File: config.mk
export PLATFORM = sky130hd
export DESIGN_NAME = ps2_host_tx
export DESIGN_NICKNAME = d
export VERILOG_FILES = /design/src/rtl/ps2_host_tx.sv
export SDC_FILE = /design/constraint.sdc
export NUM_CORES = 1
export LEC_CHECK = 0
export CAP_MARGIN = 20
export CELL_PAD_IN_SITES_DETAIL_PLACEMENT = 0
export CELL_PAD_IN_SITES_GLOBAL_PLACEMENT = 2
export CORE_MARGIN = 3
export CORE_UTILIZATION = 33
export CTS_CLUSTER_SIZE = 14
export DETAILED_ROUTE_END_ITERATION = 6
export HOLD_SLACK_MARGIN = 0.08
export PLACE_DENSITY = 0.83
export SYNTH_ARGS = -nofsm -noshare
export SYNTH_HDL_FRONTEND = slang
export SYNTH_SLANG_ARGS = --single-unit
File: constraint.sdc
create_clock -name clk -period 1.8 [get_ports clk]
set_input_delay 0.36 -clock clk [delete_from_list [all_inputs] [get_ports clk]]
set_output_delay 0.36 -clock clk [all_outputs]
set_load 0.005 [all_outputs]
File: src/rtl/ps2_host_tx.sv
// PS/2 host-to-device transmitter: inhibits the bus, issues a start bit, shifts a
// command byte plus odd parity out on device-generated clock falls, then checks the ACK.
module ps2_host_tx #(
    parameter int unsigned INHIBIT_CYCLES = 1200,
    parameter int unsigned TIMEOUT_CYCLES = 166000,
    parameter int unsigned FILTER_LEN     = 4
) (
    input  logic       clk,
    input  logic       rst,
    input  logic [7:0] send_data,
    input  logic       send_start,
    output logic       busy,
    output logic       send_done,
    output logic       send_error,
    input  logic       ps2clk_i,
    input  logic       ps2data_i,
    output logic       ps2clk_drive_low,
    output logic       ps2data_drive_low
);

    localparam int unsigned InhW  = $clog2(INHIBIT_CYCLES + 1);
    localparam int unsigned ToW   = $clog2(TIMEOUT_CYCLES + 1);
    localparam int unsigned FiltW = $clog2(FILTER_LEN + 1);

    localparam logic [InhW-1:0]  InhLast  = InhW'(INHIBIT_CYCLES - 1);
    localparam logic [ToW-1:0]   ToLast   = ToW'(TIMEOUT_CYCLES - 1);
    localparam logic [FiltW-1:0] FiltLast = FiltW'(FILTER_LEN - 1);

    typedef enum logic [2:0] {
        StIdle,
        StInhibit,
        StReq,
        StData,
        StParity,
        StStop,
        StRelease
    } state_e;

    // Synchronizers and clock filter
    logic             clk_meta_q, clk_sync_q;
    logic             dat_meta_q, dat_sync_q;
    logic             fclk_q, fclk_d;
    logic [FiltW-1:0] filt_cnt_q, filt_cnt_d;
    logic             fall;

    // Transmit FSM state
    state_e          state_q, state_d;
    logic            busy_q, busy_d;
    logic            done_q, done_d;
    logic            error_q, error_d;
    logic            clk_low_q, clk_low_d;
    logic            dat_low_q, dat_low_d;
    logic [7:0]      shift_q, shift_d;
    logic            par_q, par_d;
    logic [2:0]      idx_q, idx_d;
    logic [InhW-1:0] inh_cnt_q, inh_cnt_d;
    logic [ToW-1:0]  to_cnt_q, to_cnt_d;
    logic            to_active;

    // Two-flop synchronizers for both raw PS/2 lines; idle level is 1
    always_ff @(posedge clk) begin
        if (!rst) begin
            clk_meta_q <= 1'b1;
            clk_sync_q <= 1'b1;
            dat_meta_q <= 1'b1;
            dat_sync_q <= 1'b1;
        end else begin
            clk_meta_q <= ps2clk_i;
            clk_sync_q <= clk_meta_q;
            dat_meta_q <= ps2data_i;
            dat_sync_q <= dat_meta_q;
        end
    end

    // Clock filter: flip fclk only after FILTER_LEN consecutive samples of the new level
    always_comb begin
        fclk_d     = fclk_q;
        filt_cnt_d = filt_cnt_q;
        if (clk_sync_q == fclk_q) begin
            filt_cnt_d = '0;
        end else if (filt_cnt_q == FiltLast) begin
            fclk_d     = clk_sync_q;
            filt_cnt_d = '0;
        end else begin
            filt_cnt_d = filt_cnt_q + FiltW'(1);
        end
    end

    // Falling edge of the filtered clock, seen in the cycle fclk is about to drop
    assign fall = fclk_q & ~fclk_d;

    // Filter state register
    always_ff @(posedge clk) begin
        if (!rst) begin
            fclk_q     <= 1'b1;
            filt_cnt_q <= '0;
        end else begin
            fclk_q     <= fclk_d;
            filt_cnt_q <= filt_cnt_d;
        end
    end

    assign to_active = (state_q != StIdle) && (state_q != StInhibit);

    // Next-state and output logic for the transmit sequence
    always_comb begin
        state_d   = state_q;
        busy_d    = busy_q;
        done_d    = 1'b0;
        error_d   = 1'b0;
        clk_low_d = clk_low_q;
        dat_low_d = dat_low_q;
        shift_d   = shift_q;
        par_d     = par_q;
        idx_d     = idx_q;
        inh_cnt_d = inh_cnt_q;
        to_cnt_d  = to_cnt_q;

        unique case (state_q)
            StIdle: begin
                clk_low_d = 1'b0;
                dat_low_d = 1'b0;
                if (send_start) begin
                    shift_d   = send_data;
                    par_d     = ~^send_data;
                    busy_d    = 1'b1;
                    clk_low_d = 1'b1;
                    inh_cnt_d = '0;
                    state_d   = StInhibit;
                end
            end
            StInhibit: begin
                if (inh_cnt_q == InhLast) begin
                    // Start bit goes out as the clock is released
                    clk_low_d = 1'b0;
                    dat_low_d = 1'b1;
                    to_cnt_d  = '0;
                    state_d   = StReq;
                end else begin
                    inh_cnt_d = inh_cnt_q + InhW'(1);
                end
            end
            StReq: begin
                if (fall) begin
                    dat_low_d = ~shift_q[0];
                    idx_d     = 3'd0;
                    state_d   = StData;
                end
            end
            StData: begin
                if (fall) begin
                    if (idx_q == 3'd7) begin
                        dat_low_d = ~par_q;
                        state_d   = StParity;
                    end else begin
                        idx_d     = idx_q + 3'd1;
                        dat_low_d = ~shift_q[idx_q + 3'd1];
                    end
                end
            end
            StParity: begin
                if (fall) begin
                    dat_low_d = 1'b0;
                    state_d   = StStop;
                end
            end
            StStop: begin
                if (fall) begin
                    if (!dat_sync_q) begin
                        state_d = StRelease;
                    end else begin
                        error_d = 1'b1;
                        busy_d  = 1'b0;
                        state_d = StIdle;
                    end
                end
            end
            StRelease: begin
                if (fclk_q && dat_sync_q) begin
                    done_d  = 1'b1;
                    busy_d  = 1'b0;
                    state_d = StIdle;
                end
            end
            default: begin
                state_d = StIdle;
            end
        endcase

        // Timeout overrides whatever the state logic decided this cycle
        if (to_active) begin
            to_cnt_d = to_cnt_q + ToW'(1);
            if (to_cnt_q == ToLast) begin
                clk_low_d = 1'b0;
                dat_low_d = 1'b0;
                done_d    = 1'b0;
                error_d   = 1'b1;
                busy_d    = 1'b0;
                state_d   = StIdle;
            end
        end
    end

    // FSM and datapath registers
    always_ff @(posedge clk) begin
        if (!rst) begin
            state_q   <= StIdle;
            busy_q    <= 1'b0;
            done_q    <= 1'b0;
            error_q   <= 1'b0;
            clk_low_q <= 1'b0;
            dat_low_q <= 1'b0;
            shift_q   <= '0;
            par_q     <= 1'b0;
            idx_q     <= '0;
            inh_cnt_q <= '0;
            to_cnt_q  <= '0;
        end else begin
            state_q   <= state_d;
            busy_q    <= busy_d;
            done_q    <= done_d;
            error_q   <= error_d;
            clk_low_q <= clk_low_d;
            dat_low_q <= dat_low_d;
            shift_q   <= shift_d;
            par_q     <= par_d;
            idx_q     <= idx_d;
            inh_cnt_q <= inh_cnt_d;
            to_cnt_q  <= to_cnt_d;
        end
    end

    assign busy              = busy_q;
    assign send_done         = done_q;
    assign send_error        = error_q;
    assign ps2clk_drive_low  = clk_low_q;
    assign ps2data_drive_low = dat_low_q;

endmodule

==> metrics, run 1 <==
Max-Cap Viols 0; fraction of layout cells with a size suffix above 1 0.202; n_diodes 0; CP Launch Type register; number of global-route vias before repair 2,642; met3 Use GR 0.0452; Worst Hold Path EP clk_sync_q; router iterations before antenna repair 4; top cell type's share of synthesized area 0.388; die height 100 µm; Max Fclk 0.578 GHz; Cells on Worst Hold Path 1; nets 411; CTS tree yes; Vias 2,801; Tot GR Track Use 0.162; worst r2r src filt_cnt_q[0]; Synth Instances 346; Yosys cell types 53; top-count cell post-synth dfxtp_1; Initial Util 0.349; syn_nets 365; clk_lat worst skew 0.35 ns; TritonCTS buffer count 9; status completed; hold path start clk_meta_q; drt wl/cell 15.3 µm; CTS H-Tree Depth 3; ys flop type dfxtp_1; Final Max Slew Viols 0; crit path time final 1.73 ns; worst endpoint required time 2.09 ns; final wirelength 7.69 mm; static power due to leakage 0.00139 µW; Least-Margin Pin Slew 0.407 ns; GR peak layer met2; core footprint 8420 µm²; VDD IR max 0.333 mV; worst-case reg-to-reg path depth 6; Layout area overhead 27.9%; Worst Clk Skew 0.0132 ns; aggregate global routing overflow 0; Post-DP HPWL 5.49 mm; largest net degree at the start of global routing 28; total power 2750 µW; Final setup viols 0; RR Endpoint state_q[0]; Slew HR 0.725; post-synthesis register bit count 57; area leader, netlist dfxtp_1; commonest cells in the synthesized netlist 57 x dfxtp_1, 36 x nand2_1, 24 x a21oi_1; Worst Path Max Fanout 4; fill count 872; Crit Path Class register to register; Pwr Density 732 nW/µm²; Worst-path clk slew 0.08 ns; Synth area leaders dfxtp_1 39%, nand2_1 4.6%, a21oi_1 4.1%; number of port buffers 17; Data arrival, critical path 2.02 ns; first-pass GRT wire length 13.1 mm; Clock Sink Count 57; hold slack 0.409 ns; Hold Path Class register to register; R2R Setup Slk 0.07 ns; Post-Syn Area 2940 µm²; Root Driver clkbuf_8; Vias/cell 5.58; # DRC 0; final hold viol count 0; Die Width 100 µm; share of synthesized flip-flops with an asynchronous set or reset 0; Worst setup EP type register; syn_area_per_cell 8.49 µm²; CTS Buffer Depth 2; initial detailed-routing violation count 102; number of synthesized flops with an enable pin 0; GRT met2 Usage 0.245; RSZ-0062 raised after global routing no; GR Util met1 0.225; FP Rows 33; gpl congestion 0.838; Final Cycle Share 0.961; initial antenna violation count 0; Syn. warnings 0; ANT nets after route 0; Seq/Total Area, Yosys 0.388; Top Ports 18; die area 10,100 µm²
## report_power, final
group / internal [µW] / switching (µW) / total [µW]
clock: 650 / 586 / 1240
combinational: 107 / 102 / 209
sequential: 1290 / 20.5 / 1310
## routing by layer
layer | share of wire | vias up | wire length [µm]
met2 | 0.46 | 54 | 3530
met4 | 0.011 | 0 | 85
met1 | 0.49 | 1352 | 3760
li1 | - | 1386 | -
met5 | 0 | - | 0
met3 | 0.042 | 9 | 323
## placed cells by master, fill, tap and decap left out, types with 4 or more instances in the layout
cell,netlist,final
o31ai_1,5,5
dfxtp_1,57,54
and4_1,5,4
nand3_1,22,21
a31oi_1,12,12
nor2_1,23,23
o211ai_1,11,11
nand4_1,14,14
nor4_1,4,4
xnor2_1,11,11
nor3_1,7,7
buf_4,0,36
mux2i_1,6,6
o21ai_0,13,13
or4_1,6,5
clkbuf_8,0,9
nor2b_1,7,7
nand2b_1,8,8
clkdlybuf4s50_1,0,17
a21oi_1,24,23
and2_1,4,4
and3_1,5,5
nand2_1,36,35
## metrics by stage
step           setup slack (ns)   util  area (µm²)  TNS, ns  instances
3_5_place_dp             -0.199  0.414        3490    -1.87        485
2_1_floorplan            0.0196      -        2940        0        346
4_1_cts                  0.0254  0.440        3710        0        501
5_1_grt                0.000761  0.446        3760        0        502
3_3_place_gp             -0.176  0.414        3490    -1.62        485
6_report                 0.0705  0.446        3760        0        502
## worst max path at each step
stage	start	end	slack (ns)	depth (start not counted)
after CTS	idx_q[0]	ps2data_drive_low	0.03	6
after floorplan	idx_q[0]	ps2data_drive_low	0.02	6
after global placement	send_start	inh_cnt_q[9]	-0.18	4
after global routing	idx_q[1]	ps2data_drive_low	0.0008	6
final	filt_cnt_q[0]	state_q[0]	0.07	6
after detailed placement	send_start	inh_cnt_q[9]	-0.20	4
## final cells by class
| type | count | area, µm² | share of cell area |
|---|---|---|---|
| multi-input cells | 265 | 1770 | 0.471 |
| flip-flops and latches | 57 | 1140 | 0.305 |
| repair buffers | 56 | 500 | 0.133 |
| well taps | 105 | 131 | 0.0350 |
| clock buffers | 9 | 124 | 0.0330 |
| clock inverters | 7 | 77.6 | 0.0206 |
| inverters | 3 | 11.3 | 0.00300 |
## sequential cells by signal, summed over array words and instances, names as in the netlist
register	count
to_cnt_q	18
inh_cnt_q	11
shift_q	8
filt_cnt_q	3
idx_q	3
state_q	3
busy	1
clk_meta_q	1
clk_sync_q	1
dat_meta_q	1
dat_sync_q	1
fclk_q	1
par_q	1
ps2clk_drive_low	1
ps2data_drive_low	1
send_done	1
send_error	1
## cells by family (layout without fill, tap and decap cells)
kind of cell,after synthesis,in the layout,synth area share
buffers and inverters,24,75,0.0319
DFF,57,57,0.388
AOI/OAI and AO/OA,80,80,0.178
muxes,9,9,0.0396
and+or+nand+nor,158,158,0.301
adders and majority gates,6,6,0.0255
xor gates and xnor gates,12,12,0.0358
## worst max-delay path: stages, from the launching register on
cell	delay, ns
dfxtp_1	0.32
ha_1	0.20
ha_2	0.19
and3b_2	0.23
a21o_1	0.18
a2111o_1	0.42
a21oi_2	0.13
## repair_timing
| action | 4_1_cts | 5_1_grt |
|---|---|---|
| pin swaps | 1 | 6 |
| hold buffers | 0 | 0 |
| setup buffers | 0 | 1 |
| setup endpoints to repair | 5 | 9 |
| gates resized for setup | 3 | 14 |
Note: power is estimated with default switching activity, not from simulation.
==> inputs of run 2 (changes only) <==
--- a/config.mk
+++ b/config.mk
@@ -9,11 +9,11 @@
 export CELL_PAD_IN_SITES_DETAIL_PLACEMENT = 0
 export CELL_PAD_IN_SITES_GLOBAL_PLACEMENT = 2
 export CORE_MARGIN = 3
-export CORE_UTILIZATION = 33
-export CTS_CLUSTER_SIZE = 14
+export CORE_UTILIZATION = 39
 export DETAILED_ROUTE_END_ITERATION = 6
 export HOLD_SLACK_MARGIN = 0.08
-export PLACE_DENSITY = 0.83
+export PLACE_DENSITY = 0.91
 export SYNTH_ARGS = -nofsm -noshare
 export SYNTH_HDL_FRONTEND = slang
 export SYNTH_SLANG_ARGS = --single-unit
+export TNS_END_PERCENT = 5
==> constraint.sdc (replaced) <==
create_clock -name clk -period 2.11 [get_ports clk]
set_input_delay 0.422 -clock clk [delete_from_list [all_inputs] [get_ports clk]]
set_output_delay 0.422 -clock clk [all_outputs]
set_load 0.005 [all_outputs]
==> run 2 against run 1 <==
  * Die area down 15%
  * Worst hold slack gained 0.0036 ns
  * Non-clock buffer count is 17 lower
  * Core utilization rose by 4.3 points
  * Clock power is 15% lower
  * Clock skew fell by 0.0031 ns
  * Cell count is 4.6% lower
  * Fmax is 7.0% lower
  * Final area decreased by 5.2%
  * Total power is 15% lower
  * Wire length decreased by 7.6%
  * Via count shrank 6.0%
  * Largest power group unchanged
==> metrics, run 2 (synthesis gave the netlist of run 1 again) <==
clk_lat worst skew 0.35 ns (about the same); gpl congestion 0.822 (was 0.838); Max-Cap Viols 0 (unchanged); VDD IR max 0.382 mV (was 0.333 mV); largest net degree at the start of global routing 27 (was 28); initial detailed-routing violation count 157 (was 102); aggregate global routing overflow 0 (unchanged); Clk network pwr share 0.451 (was 0.449); Initial Util 0.403 (was 0.349); initial antenna violation count 0 (unchanged); die height 92.8 µm (was 100 µm); Final Max Slew Viols 0 (unchanged); switching pwr 574 µW (was 709 µW); # resized after CTS 0 (was 3); final hold viol count 0 (unchanged); Pwr Density 655 nW/µm² (was 732 nW/µm²); Pint 1760 µW (was 2040 µW); hold slack 0.413 ns (was 0.409 ns); drt wl/cell 14.8 µm (was 15.3 µm); TritonCTS buffer count 9 (unchanged); crit-path cells ha_1 > ha_1 > mux4_2 > mux2i_1 > o211ai_1 > a31oi_1 (was ha_1 > ha_2 > and3b_2 > a21o_1 > a2111o_1 > a21oi_2); Gate power share 0.073 (was 0.076); top flop regs to_cnt_q x18, inh_cnt_q x11, shift_q x8 (unchanged); Slew HR 0.708 (was 0.725); Worst Path Max Fanout 2 (was 4); Max Fclk 0.538 GHz (was 0.578 GHz); first-pass GRT wire length 12.1 mm (was 13.1 mm); Final TNS setup 0 ns (unchanged); status completed (unchanged); Tot GR Track Use 0.177 (was 0.162); core footprint 7290 µm² (was 8420 µm²); Vias/cell 5.50 (was 5.58); CTS Buffer Depth 2 (unchanged); final worst slack 0.250 ns (was 0.0705 ns); CTS Hold Bufs 0 (unchanged); number of port buffers 17 (unchanged); number of global-route vias before repair 2,564 (was 2,642); Worst Clk Skew 0.0102 ns (was 0.0132 ns); Final setup viols 0 (unchanged); Layout area overhead 21.3% (was 27.9%); Worst-path clk slew 0.07 ns (was 0.08 ns); Root Driver clkbuf_8 (unchanged); die area 8610 µm² (was 10,100 µm²); crit path time final 1.86 ns (was 1.73 ns); Crit path largest cell delay 0.50 ns (was 0.42 ns); commonest non-fill, non-tap cell in the layout dfxtp_1 (unchanged); RSZ-0062 raised after global routing no (unchanged); Die Width 92.8 µm (was 100 µm); final wirelength 7.10 mm (was 7.69 mm); FP Rows 31 (was 33); Crit Path Class register to register (unchanged); worst endpoint required time 2.38 ns (was 2.09 ns); CP Launch Type register (unchanged); # DRC 0 (unchanged); Post-DP HPWL 5.11 mm (was 5.49 mm); Largest register FFs 18 (unchanged); Worst setup EP type register (unchanged); Hold Path Class register to register (unchanged); Place WS 0.0541 ns (was -0.199 ns); Setup Buffers After CTS 0 (unchanged); CTS tree yes (unchanged); static power due to leakage 0.00130 µW (was 0.00139 µW); n_diodes 0 (unchanged); CTS H-Tree Depth 3 (unchanged); most frequent cells in the layout 57 x dfxtp_1, 36 x nand2_1, 24 x a21oi_1 (was 54 x dfxtp_1, 36 x buf_4, 35 x nand2_1); router iterations before antenna repair 4 (unchanged); Clock Sink Count 57 (unchanged); Reg power frac 0.476 (was 0.475); Vias 2,633 (was 2,801); fraction of layout cells with a size suffix above 1 0.126 (was 0.202); Least-Margin Pin Slew 0.437 ns (was 0.407 ns); CP max-delay cell mux4_2 (was a2111o_1); Final Cycle Share 0.882 (was 0.961); Top Ports 18 (unchanged); Most common cell on crit path ha_1; Largest Register to_cnt_q (unchanged); Switching Share 0.246 (was 0.258); Data arrival, critical path 2.13 ns (was 2.02 ns); nets 394 (was 411); ANT nets after route 0 (unchanged)
[run 2: area by class of cell]
cell class,count,area [µm²]
clock buffers,10,138
clock inverters,6,67.6
fillers,724,3730
inverters,3,11.3
multi-input cells,265,1710
flip-flops and latches,57,1140
well taps,99,124
repair buffers,39,373
[run 2: stage by stage]
step	total power [µW]	area [µm²]	util	std cells
3_5_place_dp	1310	3360	0.461	463
6_report	2340	3560	0.489	479
4_1_cts	2360	3560	0.489	479
3_3_place_gp	1310	3360	0.461	463
2_1_floorplan	1230	2940	-	346
5_1_grt	2430	3560	0.489	479
[run 2: routing by layer]
layer	global-route usage	routed length (µm)
met1	0.241	3430
met3	0.0520	376
met5	0	0
met2	0.269	3220
met4	0.0537	75
[run 2: worst max-delay path, delay by kind of cell (launching register included)]
family | cells | cell delay [ns]
mux | 2 | 0.66
fa+ha+maj | 2 | 0.52
flops | 1 | 0.32
compound gates | 2 | 0.29
[run 2: path summary, 6_finish.rpt]
check	startpoint	endpoint	slack [ns]	depth (start not counted)
max	idx_q[0]	ps2data_drive_low	0.25	6
min	dat_meta_q	dat_sync_q	0.41	1
max reg2reg	idx_q[0]	ps2data_drive_low	0.25	6
min reg2reg	dat_meta_q	dat_sync_q	0.41	1
[run 2: power by group through the flow]
stage          sequential [µW]  combinational [µW]  clock (µW)
2_1_floorplan             1130                96.2           0
3_3_place_gp              1140                 171           0
3_5_place_dp              1140                 172           0
4_1_cts                   1110                 172        1070
5_1_grt                   1110                 189        1130
6_report                  1110                 170        1050
